[src/rtl/fifo_burst_reader.sv]
// Drains a show-ahead FIFO in BURST_LEN-word bursts onto a registered valid/ready stream.
// Define FIFO_BURST_READER_TIMEOUT_EN to flush partial bursts after TIMEOUT idle cycles.
module fifo_burst_reader #(
  parameter int DWIDTH    = 8,
  parameter int AWIDTH    = 4,
  parameter int BURST_LEN = 4,
  parameter int TIMEOUT   = 16
) (
  input  logic              clk_i,
  input  logic              rst_ni,
  input  logic [DWIDTH-1:0] fifo_q_i,
  input  logic [AWIDTH:0]   fifo_usedw_i,
  input  logic              fifo_empty_i,
  output logic              fifo_rdreq_o,
  output logic [DWIDTH-1:0] data_o,
  output logic              valid_o,
  input  logic              ready_i,
  output logic              last_o,
  output logic              busy_o
);

  // Stream handshake: a word transfers on a rising clk_i where valid_o && ready_i.
  // While valid_o && !ready_i, data_o/last_o/valid_o are held stable.

  localparam int RCW = $clog2(BURST_LEN + 1);
  localparam logic [RCW-1:0] LAST_IDX    = RCW'(BURST_LEN - 1);
  localparam logic [AWIDTH:0] BURST_LEN_W = (AWIDTH + 1)'(BURST_LEN);

  if (BURST_LEN < 1 || BURST_LEN > (1 << AWIDTH)) begin : g_bad_burst_len
    $error("fifo_burst_reader: BURST_LEN must be in 1..2**AWIDTH");
  end

`ifdef FIFO_BURST_READER_TIMEOUT_EN
  localparam int TCW = $clog2(TIMEOUT + 1);
  localparam logic [TCW-1:0]  TO_MAX     = TCW'(TIMEOUT - 1);
  localparam logic [AWIDTH:0] USEDW_ONE  = (AWIDTH + 1)'(1);

  if (TIMEOUT < 1) begin : g_bad_timeout
    $error("fifo_burst_reader: TIMEOUT must be >= 1");
  end
`else
  localparam int unused_timeout = TIMEOUT;
`endif

  typedef enum logic [1:0] {
    ST_IDLE  = 2'd0,
`ifdef FIFO_BURST_READER_TIMEOUT_EN
    ST_FLUSH = 2'd2,
`endif
    ST_BURST = 2'd1
  } state_t;

  state_t         state_q, state_d;
  logic [RCW-1:0] rd_cnt_q;
  logic           load;
  logic           rdreq;
  logic           pop_last;

`ifdef FIFO_BURST_READER_TIMEOUT_EN
  logic [TCW-1:0] to_cnt_q;
`endif

  assign load = !valid_o || ready_i;

  always_comb begin
    state_d  = state_q;
    rdreq    = 1'b0;
    pop_last = 1'b0;
    case (state_q)
      ST_IDLE: begin
        if (fifo_usedw_i >= BURST_LEN_W) begin
          state_d = ST_BURST;
        end
`ifdef FIFO_BURST_READER_TIMEOUT_EN
        else if (to_cnt_q == TO_MAX && !fifo_empty_i) begin
          state_d = ST_FLUSH;
        end
`endif
      end
      ST_BURST: begin
        rdreq    = !fifo_empty_i && load;
        pop_last = rdreq && (rd_cnt_q == LAST_IDX);
        if (pop_last) state_d = ST_IDLE;
      end
`ifdef FIFO_BURST_READER_TIMEOUT_EN
      // A flush ends on the last queued word, but never runs past BURST_LEN words
      // even if the writer keeps adding data.
      ST_FLUSH: begin
        rdreq    = !fifo_empty_i && load;
        pop_last = rdreq && ((fifo_usedw_i == USEDW_ONE) || (rd_cnt_q == LAST_IDX));
        if (pop_last) state_d = ST_IDLE;
      end
`endif
      default: state_d = ST_IDLE;
    endcase
  end

  assign fifo_rdreq_o = rdreq;
  assign busy_o       = (state_q != ST_IDLE);

  always_ff @(posedge clk_i or negedge rst_ni) begin
    if (!rst_ni) begin
      state_q <= ST_IDLE;
    end else begin
      state_q <= state_d;
    end
  end

  always_ff @(posedge clk_i or negedge rst_ni) begin
    if (!rst_ni) begin
      rd_cnt_q <= '0;
    end else if (rdreq) begin
      rd_cnt_q <= pop_last ? '0 : rd_cnt_q + RCW'(1);
    end
  end

`ifdef FIFO_BURST_READER_TIMEOUT_EN
  // Counts consecutive idle cycles with data waiting; saturates at TO_MAX.
  always_ff @(posedge clk_i or negedge rst_ni) begin
    if (!rst_ni) begin
      to_cnt_q <= '0;
    end else if (state_q != ST_IDLE || state_d != ST_IDLE || fifo_empty_i) begin
      to_cnt_q <= '0;
    end else if (to_cnt_q != TO_MAX) begin
      to_cnt_q <= to_cnt_q + TCW'(1);
    end
  end
`endif

  always_ff @(posedge clk_i or negedge rst_ni) begin
    if (!rst_ni) begin
      data_o  <= '0;
      valid_o <= 1'b0;
      last_o  <= 1'b0;
    end else if (rdreq) begin
      data_o  <= fifo_q_i;
      valid_o <= 1'b1;
      last_o  <= pop_last;
    end else if (load) begin
      valid_o <= 1'b0;
      last_o  <= 1'b0;
    end
  end

endmodule

[config.mk]
export PLATFORM = sky130hd
export DESIGN_NAME = fifo_burst_reader
export DESIGN_NICKNAME = d
export VERILOG_FILES = /design/src/rtl/fifo_burst_reader.sv
export SDC_FILE = /design/constraint.sdc
export NUM_CORES = 1
export LEC_CHECK = 0
export CAP_MARGIN = 5
export CORE_UTILIZATION = 39
export CTS_BUF_LIST = sky130_fd_sc_hd__clkbuf_4 sky130_fd_sc_hd__clkbuf_8 sky130_fd_sc_hd__clkbuf_16
export DETAILED_ROUTE_END_ITERATION = 8
export PLACE_DENSITY = 0.79
export SYNTH_ARGS = -nofsm -noshare
export SYNTH_HDL_FRONTEND = slang
export SYNTH_SLANG_ARGS = --single-unit
export TNS_END_PERCENT = 1
[constraint.sdc]
create_clock -name clk_i -period 1.56 [get_ports clk_i]
set_input_delay 0.156 -clock clk_i [delete_from_list [all_inputs] [get_ports clk_i]]
set_output_delay 0.156 -clock clk_i [all_outputs]
set_load 0.005 [all_outputs]
# == Word level (Yosys, flattened, before mapping) ==
# Cells that the tools add are included.
# classes
add_sub_neg,1
magnitude_cmp,1
eq_ne,4
n_mux,9
n_reduce_logical,9
# ops
op,n
$ge 5x3->1 const B,1
$mux 1,5
$mux 2,2
$ne 2x2->1 const B,2
$pmux 2 s2,1
$reduce_bool 2->1,2
$add 3x1->3 const B,1
$eq 3x2->1 const B,1
$mux 3,1
$eq 2x1->1 const B,1
$logic_and 1x1->1,2
$logic_not 1->1,2
$logic_not 2->1,1
$reduce_and 2->1,1
$logic_or 1x1->1,1
# word_totals
register_bits,15
input_bits,17
output_inout_bits,12
word_cells,29

# == Depth between registers and ports, before layout ==
# logic_depth
ltp_word,6
ltp_mapped,4
depth_no_buf,4

# == Least setup slack after synthesis ==
# Ideal clock, no wire load.
# synth_path
path_kind,reg2reg
from,register rd_cnt_q[0]
to,register rd_cnt_q[2]
t_arrival_ps,1120
required_ps,1450
setup_slack_ps,330
stages_incl_launch_ff,4
n_path_buf,0
synth_period_minus_slack_ps,1230
cell_sequence,dfrtp_1 ha_1 ha_1 o41ai_1
# synth_via
elab_chain_cells,4
elab_cells_between_ends,5
# synth_lines
element,line_no,text
start: declaration,54,logic [RCW-1:0] rd_cnt_q;
start signal: assignment,113,rd_cnt_q <= pop_last ? '0 : rd_cnt_q + RCW'(1);
branches (longest 3 deep; another with $add 3x1->3),--,
$mux 3 *,113,
# Mark *: on every way between the ends.
# A chain may end at the register's enable or synchronous reset.

# == Worst setup path after layout ==
# layout_path
from,register rd_cnt_q[0]
to,register rd_cnt_q[1]
# The elaborated chain is that of the path after synthesis.

==> results.py <==
metrics = {
    "cts": {
        "clock_tree.buffer_depth": 2,
        "cts_num_sinks": 14,
        "root_buffer": "clkbuf_4",
        "path_clk_slew_ns": 0.08,
        "h-tree-depth": 1,
        "cts_buffers": 3,
        "tritoncts": "done",
        "ctsHoldBuffers": 0,
        "cts_setup_buffers": 0,
        "clkLatencyLatePin_ns": 0.28,
    },
    "final_layout": {
        "diodes": 0,
        "layout.nets": 94,
        "syn_to_final_growth_pct": 54.33,
        "drive_gt1_share_pct": 28.38,
        "fin_cells": 90,
    },
    "floorplan": {
        "rows": 14,
        "die_x_um": 41.93,
        "start_util_pct": 41.76,
        "io-pin-count": 29,
        "die_area_sq_um": 1758,
        "fp.coreArea_sq_um": 1489,
        "die_y_um": 41.93,
    },
    "synthesis": {
        "synth-seq-area-share_pct": 56.34,
        "synthCells": 40,
        "synth-seq-cells": 14,
        "ys_warn_count": 0,
        "syn_avg_cell_area_sq_um": 15.55,
        "synthesis.area_sq_um": 621.8,
        "synth_cell_types": 16,
        "syn-num-nets": 59,
    },
    "job": {
        "maxCapViolations": 0,
    },
    "setup_path": {
        "crit_path_max_incr_delay_ns": 0.42,
        "end_kind": "flip-flop",
        "cpMostUsedCell": "ha_1",
        "cp.buffers_inverters": 0,
        "slowest_stage": "dfrtp_1",
        "crit_path_start": "rd_cnt_q[0]",
        "cp_cell_sequence": "ha_1 > ha_1 > o41ai_1",
        "r2r_slack_ns": 0.17,
        "cpLargestDelayFamily": "adder cells",
        "path_depth": 3,
        "crit_end": "rd_cnt_q[1]",
        "path_class": "flip-flop to flip-flop",
        "critPathLaunchType": "flip-flop",
        "cp_data_required_time_ns": 1.73,
        "reg2regPathDepth": 3,
        "r2r_end": "rd_cnt_q[1]",
        "r2r_start": "rd_cnt_q[0]",
        "cp.arrival_ns": 1.56,
        "cp_max_fo": 5,
    },
    "timing": {
        "max_freq_ghz": 0.7204,
        "slew-limit-headroom_pct": 79.12,
        "finalWorstSetupSlack_ns": 0.1718,
        "final_hold_viol_count": 0,
        "setup_viol": 0,
        "worstMarginPinSlew_ns": 0.3104,
        "fin_crit_sh_pct": 88.99,
        "setup_tns_ns": 0,
        "drv_slew": 0,
        "period_minus_slack_ns": 1.388,
        "rsz0062_at_grt": "no",
        "skew_ns": 0.0004467,
    },
    "route": {
        "wl_um": 1187,
        "ant_nets": 0,
        "avgRoutedWirePerCell_um": 13.19,
        "vias": 432,
        "drtPass1Iterations": 1,
        "vias_per_cell": 4.800,
        "drc": 0,
        "first_iter_violations": 0,
    },
    "power": {
        "switching_share_pct": 26.78,
        "switchingPower_uw": 334.7,
        "ir_drop_v": 0.0006816,
        "seqPwrFrac_pct": 42.4,
        "p_clk_share_pct": 21.0,
        "p_int_uw": 915.2,
        "p_leak_uw": 0.0004355,
        "power_frac_comb_pct": 36.6,
        "powerDensity_nw_per_um2": 1302,
    },
    "placement": {
        "gp_congestion": 0.6695,
        "portBuffers": 26,
        "placed_cells": 86,
        "dpl_worst_slack_ns": 0.04766,
        "dp_hpwl_um": 936.3,
    },
    "global_routing": {
        "antenna_found_initial": 0,
        "grt_pass1_wl_um": 1973,
        "grt_use_total_pct": 16.28,
        "grt_overflow": 0,
        "grt_pass1_vias": 457,
        "grt_start_max_net_pins": 15,
    },
    "hold_path": {
        "hold_path.class": "input port to asynchronous set/reset pin",
    },
    "run_status": {
        "status": "finished, final reports clean",
    },
}
-- per-layer routing --
metal / share of wire [%] / vias to the layer above / global-route usage, %
met4: 3.4 / 0 / 11.61
met3: 5.7 / 5 / 2.609
met1: 40 / 194 / 16.76
met2: 51 / 22 / 29.38
met5: 0 / - / 0
li1: - / 211 / -
-- Yosys cell counts (all sizes together) --
| cell | n | area [sq um] |
|---|---|---|
| dfrtp | 14 | 350.3 |
| mux2 | 9 | 127.6 |
| ha | 2 | 25.02 |
| inv | 2 | 7.510 |
| nand2b | 2 | 20.02 |
| nor2 | 2 | 15.01 |
| o21ai | 2 | 10.01 |
| o41ai | 2 | 17.52 |
| a21oi | 1 | 5.000 |
| a22o | 1 | 8.760 |
| buf | 1 | 15.01 |
| nor2b | 1 | 13.76 |
| nor4 | 1 | 6.260 |
-- final cells by class --
type | count | area [sq um]
fillers | 122 | 529.3
flip-flops and latches | 14 | 350.3
multi-input cells | 23 | 249.0
inverters | 2 | 7.507
clock buffers | 4 | 36.28
repair buffers | 31 | 296.5
well taps | 16 | 20.02
-- flip-flops by register name (all words and copies together) (netlist names) --
name	cells
last_o	1
state_q	1
valid_o	1
data_o	8
rd_cnt_q	3
-- worst reg2reg max path, stage by stage, from the launching register on --
cell	delay [ns]
dfrtp_1	0.42
ha_1	0.22
ha_1	0.24
o41ai_1	0.39
-- power groups by stage --
stage,Clock [uW],Combinational [uW],Sequential [uW]
after CTS,273,468,532
after detailed placement,0,468,538
final,262,458,530
after global placement,0,450,530
after floorplan,0,238,530
after global routing,277,507,546
-- worst min-delay path by stage --
stage | end | slack (ns)
after global routing | data_o[7] | 0.18
final | rd_cnt_q[2] | 0.17
after detailed placement | data_o[2] | 0.48
after CTS | data_o[7] | 0.16
after floorplan | data_o[0] | -0.14
after global placement | data_o[1] | 0.48
-- cells by family (layout without fill, tap and decap cells) --
logic type      count (synthesis)  in the layout  share of synthesized area [%]
compound gates                  6              6                          6.640
fa+ha+maj                       2              2                          4.024
buf+inv                         3             37                          3.621
flops                          14             14                          56.34
mux                             9              9                          20.52
simple gates                    6              6                          8.853
-- per-stage QoR --
stage	hold slack (ns)	total power, uW	cell area [sq um]	util, %
floorplan	-0.1396	767.8	621.8	-
global placement	0.4801	979.4	924.6	62.10
detailed placement	0.4812	1007	924.6	62.10
CTS	0.1619	1273	959.7	64.45
global route	0.1777	1330	959.7	64.45
finish	0.1650	1250	959.7	64.45
-- cell usage in the layout, fill, tap and decap left out, types with 2 or more instances in the layout --
cell type / count
dfrtp_1: 14
buf_4: 5
mux2_2: 2
ha_1: 2
o21ai_0: 2
o41ai_1: 2
clkdlybuf4s50_1: 25
clkbuf_4: 3
inv_1: 2
mux2_4: 7
-- what timing repair did --
| item | 4_1_cts | 5_1_grt |
|---|---|---|
| setup endpoints to repair | 1 | 0 |
| endpoints found under the hold margin | 0 | 0 |
| gates resized for setup | 1 | 0 |
No activity file was read; power rests on OpenSTA's default activity.
